==> src/rtl/control_unit.sv <==
// Multi-cycle control FSM for a small load/store core: fetches into an internal
// instruction register, decodes ld/sd/add/sub/addi and sequences the datapath.
module control_unit #(
    parameter int unsigned PC_RESET_HOLD = 1
) (
    input  logic        CLK,
    input  logic        reset_n,
    input  logic [31:0] instr,
    input  logic        instr_valid,
    output logic [4:0]  rs1,
    output logic [4:0]  rs2,
    output logic [4:0]  rd,
    output logic [11:0] immediate,
    output logic        sub,
    output logic        ULA_din2_sel,
    output logic        RF_din_sel,
    output logic        WE_RF,
    output logic        WE_MEM,
    output logic        load_pc,
    output logic        reset_pc,
    output logic        illegal,
    output logic [15:0] retired
);

    typedef enum logic [2:0] {
        S_INIT    = 3'd0,
        S_FETCH   = 3'd1,
        S_DECODE  = 3'd2,
        S_EXECUTE = 3'd3,
        S_MEM     = 3'd4,
        S_HALT    = 3'd5
    } state_t;

    typedef enum logic [2:0] {
        OP_NONE = 3'd0,
        OP_LD   = 3'd1,
        OP_SD   = 3'd2,
        OP_ADD  = 3'd3,
        OP_SUB  = 3'd4,
        OP_ADDI = 3'd5
    } op_t;

    localparam logic [3:0] HOLD_LAST = 4'(PC_RESET_HOLD - 1);

    state_t       state_q, state_d;
    logic [31:0]  ir_q, ir_d;
    logic [3:0]   hold_q, hold_d;
    logic [15:0]  retired_q, retired_d;
    logic         illegal_q, illegal_d;
    op_t          op_s;
    logic [11:0]  imm_s;

    function automatic op_t classify(input logic [31:0] ir);
        op_t res;
        res = OP_NONE;
        case (ir[6:0])
            7'b0000011: res = (ir[14:12] == 3'b011) ? OP_LD : OP_NONE;
            7'b0100011: res = (ir[14:12] == 3'b011) ? OP_SD : OP_NONE;
            7'b0010011: res = (ir[14:12] == 3'b000) ? OP_ADDI : OP_NONE;
            7'b0110011: begin
                if (ir[14:12] != 3'b000) begin
                    res = OP_NONE;
                end else if (ir[31:25] == 7'b0000000) begin
                    res = OP_ADD;
                end else if (ir[31:25] == 7'b0100000) begin
                    res = OP_SUB;
                end else begin
                    res = OP_NONE;
                end
            end
            default: res = OP_NONE;
        endcase
        return res;
    endfunction

    assign op_s    = classify(ir_q);
    assign rs1     = ir_q[19:15];
    assign rs2     = ir_q[24:20];
    assign rd      = ir_q[11:7];
    assign illegal = illegal_q;
    assign retired = retired_q;

    // Immediate field selection by instruction class
    always_comb begin
        imm_s = 12'd0;
        case (op_s)
            OP_LD, OP_ADDI: imm_s = ir_q[31:20];
            OP_SD:          imm_s = {ir_q[31:25], ir_q[11:7]};
            default:        imm_s = 12'd0;
        endcase
    end

    // State and datapath-visible registers with synchronous reset
    always_ff @(posedge CLK) begin
        if (!reset_n) begin
            state_q   <= S_INIT;
            ir_q      <= 32'd0;
            hold_q    <= 4'd0;
            retired_q <= 16'd0;
            illegal_q <= 1'b0;
        end else begin
            state_q   <= state_d;
            ir_q      <= ir_d;
            hold_q    <= hold_d;
            retired_q <= retired_d;
            illegal_q <= illegal_d;
        end
    end

    // Next-state logic
    always_comb begin
        state_d   = state_q;
        ir_d      = ir_q;
        hold_d    = hold_q;
        illegal_d = illegal_q;
        retired_d = load_pc ? (retired_q + 16'd1) : retired_q;
        case (state_q)
            S_INIT: begin
                if (hold_q == HOLD_LAST) begin
                    state_d = S_FETCH;
                    hold_d  = 4'd0;
                end else begin
                    hold_d  = hold_q + 4'd1;
                end
            end
            S_FETCH: begin
                if (instr_valid) begin
                    ir_d    = instr;
                    state_d = S_DECODE;
                end else begin
                    state_d = S_FETCH;
                end
            end
            S_DECODE: begin
                if (op_s == OP_NONE) begin
                    state_d   = S_HALT;
                    illegal_d = 1'b1;
                end else begin
                    state_d   = S_EXECUTE;
                end
            end
            S_EXECUTE: state_d = (op_s == OP_LD) ? S_MEM : S_FETCH;
            S_MEM:     state_d = S_FETCH;
            S_HALT: begin
                state_d   = S_HALT;
                illegal_d = 1'b1;
            end
            // Unreachable encodings are treated as a fault and trapped
            default: begin
                state_d   = S_HALT;
                illegal_d = 1'b1;
            end
        endcase
    end

    // Moore outputs decoded from state and instruction register
    always_comb begin
        sub          = 1'b0;
        ULA_din2_sel = 1'b0;
        RF_din_sel   = 1'b0;
        WE_RF        = 1'b0;
        WE_MEM       = 1'b0;
        load_pc      = 1'b0;
        reset_pc     = 1'b0;
        immediate    = 12'd0;
        case (state_q)
            S_INIT:   reset_pc  = 1'b1;
            S_DECODE: immediate = imm_s;
            S_EXECUTE: begin
                immediate = imm_s;
                case (op_s)
                    OP_ADD: begin
                        RF_din_sel = 1'b1;
                        WE_RF      = 1'b1;
                        load_pc    = 1'b1;
                    end
                    OP_SUB: begin
                        sub        = 1'b1;
                        RF_din_sel = 1'b1;
                        WE_RF      = 1'b1;
                        load_pc    = 1'b1;
                    end
                    OP_ADDI: begin
                        ULA_din2_sel = 1'b1;
                        RF_din_sel   = 1'b1;
                        WE_RF        = 1'b1;
                        load_pc      = 1'b1;
                    end
                    OP_SD: begin
                        ULA_din2_sel = 1'b1;
                        WE_MEM       = 1'b1;
                        load_pc      = 1'b1;
                    end
                    OP_LD:   ULA_din2_sel = 1'b1;
                    default: ULA_din2_sel = 1'b0;
                endcase
            end
            S_MEM: begin
                immediate    = imm_s;
                ULA_din2_sel = 1'b1;
                WE_RF        = 1'b1;
                load_pc      = 1'b1;
            end
            default: reset_pc = 1'b0;
        endcase
    end

endmodule

==> config.mk <==
export PLATFORM = sky130hd
export DESIGN_NAME = control_unit
export DESIGN_NICKNAME = d
export VERILOG_FILES = /design/src/rtl/control_unit.sv
export SDC_FILE = /design/constraint.sdc
export NUM_CORES = 1
export LEC_CHECK = 0
export CAP_MARGIN = 20
export CORE_MARGIN = 10
export CORE_UTILIZATION = 36
export CTS_CLUSTER_DIAMETER = 40
export DETAILED_ROUTE_END_ITERATION = 12
export SLEW_MARGIN = 20
export SYNTH_ARGS = -nofsm -noshare
export SYNTH_HDL_FRONTEND = slang
export SYNTH_SLANG_ARGS = --single-unit
export TNS_END_PERCENT = 1
==> constraint.sdc <==
create_clock -name CLK -period 4.8 [get_ports CLK]
set_input_delay 0.96 -clock CLK [delete_from_list [all_inputs] [get_ports CLK]]
set_output_delay 0.96 -clock CLK [all_outputs]
set_load 0.1 [all_outputs]
After elaboration in Yosys (flattened, before gate mapping)
Cells that the tools add are included.
W data, S select, Z words.

storage, ports and cells
  register bits after elaboration = 56
  bits of input ports = 35
  output and inout bits = 51
  word-level logic and storage cells = 68

operators by class
  add/subtract/negate cells = 2
  equality and inequality tests = 17
  mux-type cells = 29
  bitwise gates (word level) = 1
  reduce and logical (&&, ||, !) cells = 14

operators by type and width
  cell                     count
  $pmux W12 S2             1
  $eq A7 B6 Y1 const B     3
  $mux W3                  7
  $add A16 B1 Y16 const B  1
  $eq A3 B2 Y1 const B     5
  $pmux W3 S5              1
  $mux W12                 1
  $pmux W3 S4              1
  $mux W1                  11
  $eq A3 B3 Y1 const B     3
  $logic_not A3 Y1         3
  $reduce_or A3 Y1         3
  $pmux W1 S2              4
  $reduce_or A4 Y1         2
  $eq A7 B2 Y1 const B     1
  $eq A7 B5 Y1 const B     1
  $logic_not A7 Y1         1
  $eq A3 B1 Y1 const B     2
  $add A4 B1 Y4 const B    1
  $logic_not A4 Y1         1
  $mux W2                  2
  $mux W4                  1
  $ne A2 B2 Y1 const B     2
  $reduce_and A2 Y1        2
  3 further kinds          3

Longest topological paths before layout
  depth in word-level cells = 9
  mapped depth = 6
  mapped depth without buffers = 6

Worst setup path before layout
OpenSTA, ideal clock, no wires.

  kind = flip-flop to output port
  start point = register ir_q[2]
  end point = output port WE_MEM
  arrival = 4081 ps
  required time = 3840 ps
  setup slack = -241 ps
  cell stages (with the launch flop) = 4
  path through = dfxtp_1 or4b_4 or2_2 nor4_1

on the way
  longest elaborated chain between the ends = 5

ends and longest elaborated chain
  what                                  line  RTL
  from (decl)                           46    logic [31:0] ir_q, ir_d;
  from (signal assigned)                103   ir_q <= ir_d;
  $eq A7 B6 Y1 (tied with other cells)  56    case (ir[6:0])
  $pmux W3 S4 *                         56
  $eq A3 B2 Y1 *                        171   case (op_s)
  $mux W1 *                             171
  $mux W1 *                             166   case (state_q)
  to (decl)                             18    output logic WE_MEM,

Every way passes the cells marked *; elsewhere a longest branch is shown, timed or not.

Final worst setup path
  start point = register state_q[2]
  end point = output port immediate[10]

on the way
  longest elaborated chain between the ends = 3

ends and longest elaborated chain
  what                                                 line  RTL
  from (decl)                                          45    state_t state_q, state_d;
  from (signal assigned)                               102   state_q <= state_d;
  $eq A3 B2 Y1 / $eq A3 B3 Y1 (equally long branches)  166
  $reduce_or A3 Y1 (no source line) *                  -
  $mux W12 *                                           166
  to (decl)                                            13    output logic [11:0] immediate,

Marked as above.

==> qor.csv <==
metric,value,unit
worst_ep_required_time,3.84,ns
dr.pass1.iters,4,
reg2reg_slack,2.66,ns
core_area,7730,µm²
setup.worst_path.start,state_q[2],
drc,0,
drtIter0Drc,163,
finalSetupViolCount,0,
endpoint_kind,output pin,
finalHoldViolations,0,
r2r_end,retired[12],
clock_latency,0.30,ns
die_width,109,µm
synthToLayoutAreaGrowth,30.1,%
io_pins,86,
crit_end,immediate[10],
fillers,768,
avgSynthCellArea,7.92,µm²
ant_nets,0,
hold_buffers,0,
yosys.area_share.simple,0.301,
num_rows,32,
clkTransAtPathRegs,0.09,ns
crit_top_cell,nor3_1,
fin_util,0.480,
start_kind,flop,
routed_wl,7700,µm
synth-edff-count,0,
drive_gt1_frac,0.115,
detail_route.wl_per_cell,14.6,µm
slew_headroom,0.326,
cts.sinks,56,
layout_common_cells,"nand2_1, clkdlybuf4s50_1, dfxtp_1",
seq_area,1120,µm²
rsz0062_at_grt,no,
finalMaxSlewViolations,0,
grt_max_degree,34,
crit_type,flop to output pin,
grt_pass1_wl,12600,µm
ctsResizeCount,0,
dp_hpwl,5850,µm
final_common_cell,nand2_1,
grt_pass1_vias,2464,
clk_path_buf_depth,2,
syn-num-nets,398,
htree_levels,2,
die_y,109,µm
synth_top_family_by_area,simple AND/OR/NAND/NOR gates,
hp-class,flop to flop,
ys_warn_count,0,
synth-compound-area-share,0.158,
synth_cells,360,
numCtsBuffers,5,
ys_seq_elements,56,
reg2reg_depth,5,
ys.flop_type,dfxtp_1,
cp_cell_sequence,"inv_1, nor3_1, a21oi_1, nor3_1, and2_1, buf_4",
numPortBuffers,85,
synth_xor_area_frac,0.00307,
r2r_start,state_q[2],
critical_path_arrival,2.79,ns
gp_congestion,0.865,
max_cap_violations,0,
synth_mux_area_frac,0.0531,
layout.nets,462,
synthArstFlopShare,0,
dp_slack,1.40,ns
finalWorstSetupSlack,1.05,ns
synthAdderAreaFrac,0.0132,
p_total,0.000956,W
finClkSkew,0.00698,ns
outcome,"complete, no violations",
period_needed,3.75,ns
crit_path_max_fanout,8,
dieArea,11900,µm²
initial_utilization,0.369,
fmax,267,MHz
cp_slowest_stage_delay,0.61,ns
netlist_area,2850,µm²
antenna_cells,0,
fin_area,3710,µm²
finalCritPeriodShare,0.781,
synth_cell_types,49,
via_per_inst,4.96,
crit_slowest_cell,nor3_1,
antenna_found_initial,0,
p_leak,1.30,nW
ir_drop,0.112,mV
routed-via-count,2613,
gr-total-overflow,0,
grt_usage,0.130,
postCtsSetupBuffers,0,
dpl_cell_area,3620,µm²
multi_input_area,1510,µm²
cts_tree,done,
power_density,258,nW/µm²
tns,0,ns
root_buffer,clkbuf_8,
yosysSeqAreaShare,0.393,
worst_pin_slew,1.01,ns
[cells in the mapped netlist, types with 2 or more instances]
cell type	n	area (µm²)
a22oi_1	5	37.5
nor3b_1	2	15.0
nand4_1	2	12.5
or2b_2	2	17.5
or3_1	3	18.8
or2_2	4	25.0
buf_4	16	120
nor4_1	2	12.5
nand2b_1	11	68.8
mux2i_1	14	140
a211oi_1	3	22.5
nand3_1	10	50.1
buf_6	2	22.5
nor3_1	6	30.0
a21oi_1	47	235
inv_1	7	26.3
or4b_4	2	27.5
and3_1	4	25.0
clkbuf_1	12	45.0
nor3_2	2	20.0
nor2_1	15	56.3
o21ai_0	8	40.0
a21o_1	2	15.0
nand3b_1	2	15.0
dfxtp_1	56	1120
and2_1	7	43.8
nand2_1	90	338
ha_1	3	37.5
[metrics by stage]
stage / instances / hold slack [ns]
after floorplan: 360 / 0.432
after global placement: 519 / 0.442
after detailed placement: 519 / 0.448
after CTS: 527 / 0.462
after global routing: 527 / 0.473
final: 527 / 0.459
[report_power, final]
group	total [W]	internal (W)	leakage [nW]	switching, W
logic	0.000198	0.0000636	0.795	0.000134
clock network	0.000261	0.000118	0.0455	0.000143
registers	0.000497	0.000482	0.455	0.0000158
total	0.000956	0.000663	1.30	0.000293
[critical path: cells and delay by family, from the launching register on]
family	cells	cell delay, ns
buf+inv	2	0.40
simple gates	3	1.43
flops	1	0.40
compound gates	1	0.25
[routing by layer]
metal	wire, µm	vias to the layer above	global-route usage
li1	-	1338	-
met1	3550	1200	0.166
met2	3560	68	0.208
met3	492	7	0.0342
met4	106	0	0.0395
met5	0	-	0
[registers in the layout, indices dropped and copies added, names as in the netlist]
| signal | cells |
|---|---|
| illegal | 1 |
| hold_q | 4 |
| state_q | 3 |
| retired | 16 |
| ir_q | 32 |
[worst min-delay path by stage]
| stage | startpoint | end | slack, ns | cells after the start |
|---|---|---|---|---|
| after floorplan | ir_q[1] | ir_q[1] | 0.43 | 2 |
| after global placement | ir_q[17] | ir_q[17] | 0.44 | 2 |
| after detailed placement | ir_q[19] | ir_q[19] | 0.45 | 2 |
| after CTS | ir_q[19] | ir_q[19] | 0.46 | 2 |
| after global routing | ir_q[19] | ir_q[19] | 0.47 | 2 |
| final | ir_q[19] | ir_q[19] | 0.46 | 2 |
[final cells by class]
class	count	area share
well taps	102	0.0344
repair buffers	88	0.223
flip-flops and latches	56	0.302
multi-input cells	266	0.408
inverters	7	0.00709
clock buffers	8	0.0243
[logic make-up after synthesis]
group	after synthesis
AOI/OAI and AO/OA	75
and+or+nand+nor	172
buffers and inverters	38
DFF	56
xor gates and xnor gates	1
adders and majority gates	3
muxes	15
Note: power is estimated with default switching activity, not from simulation.
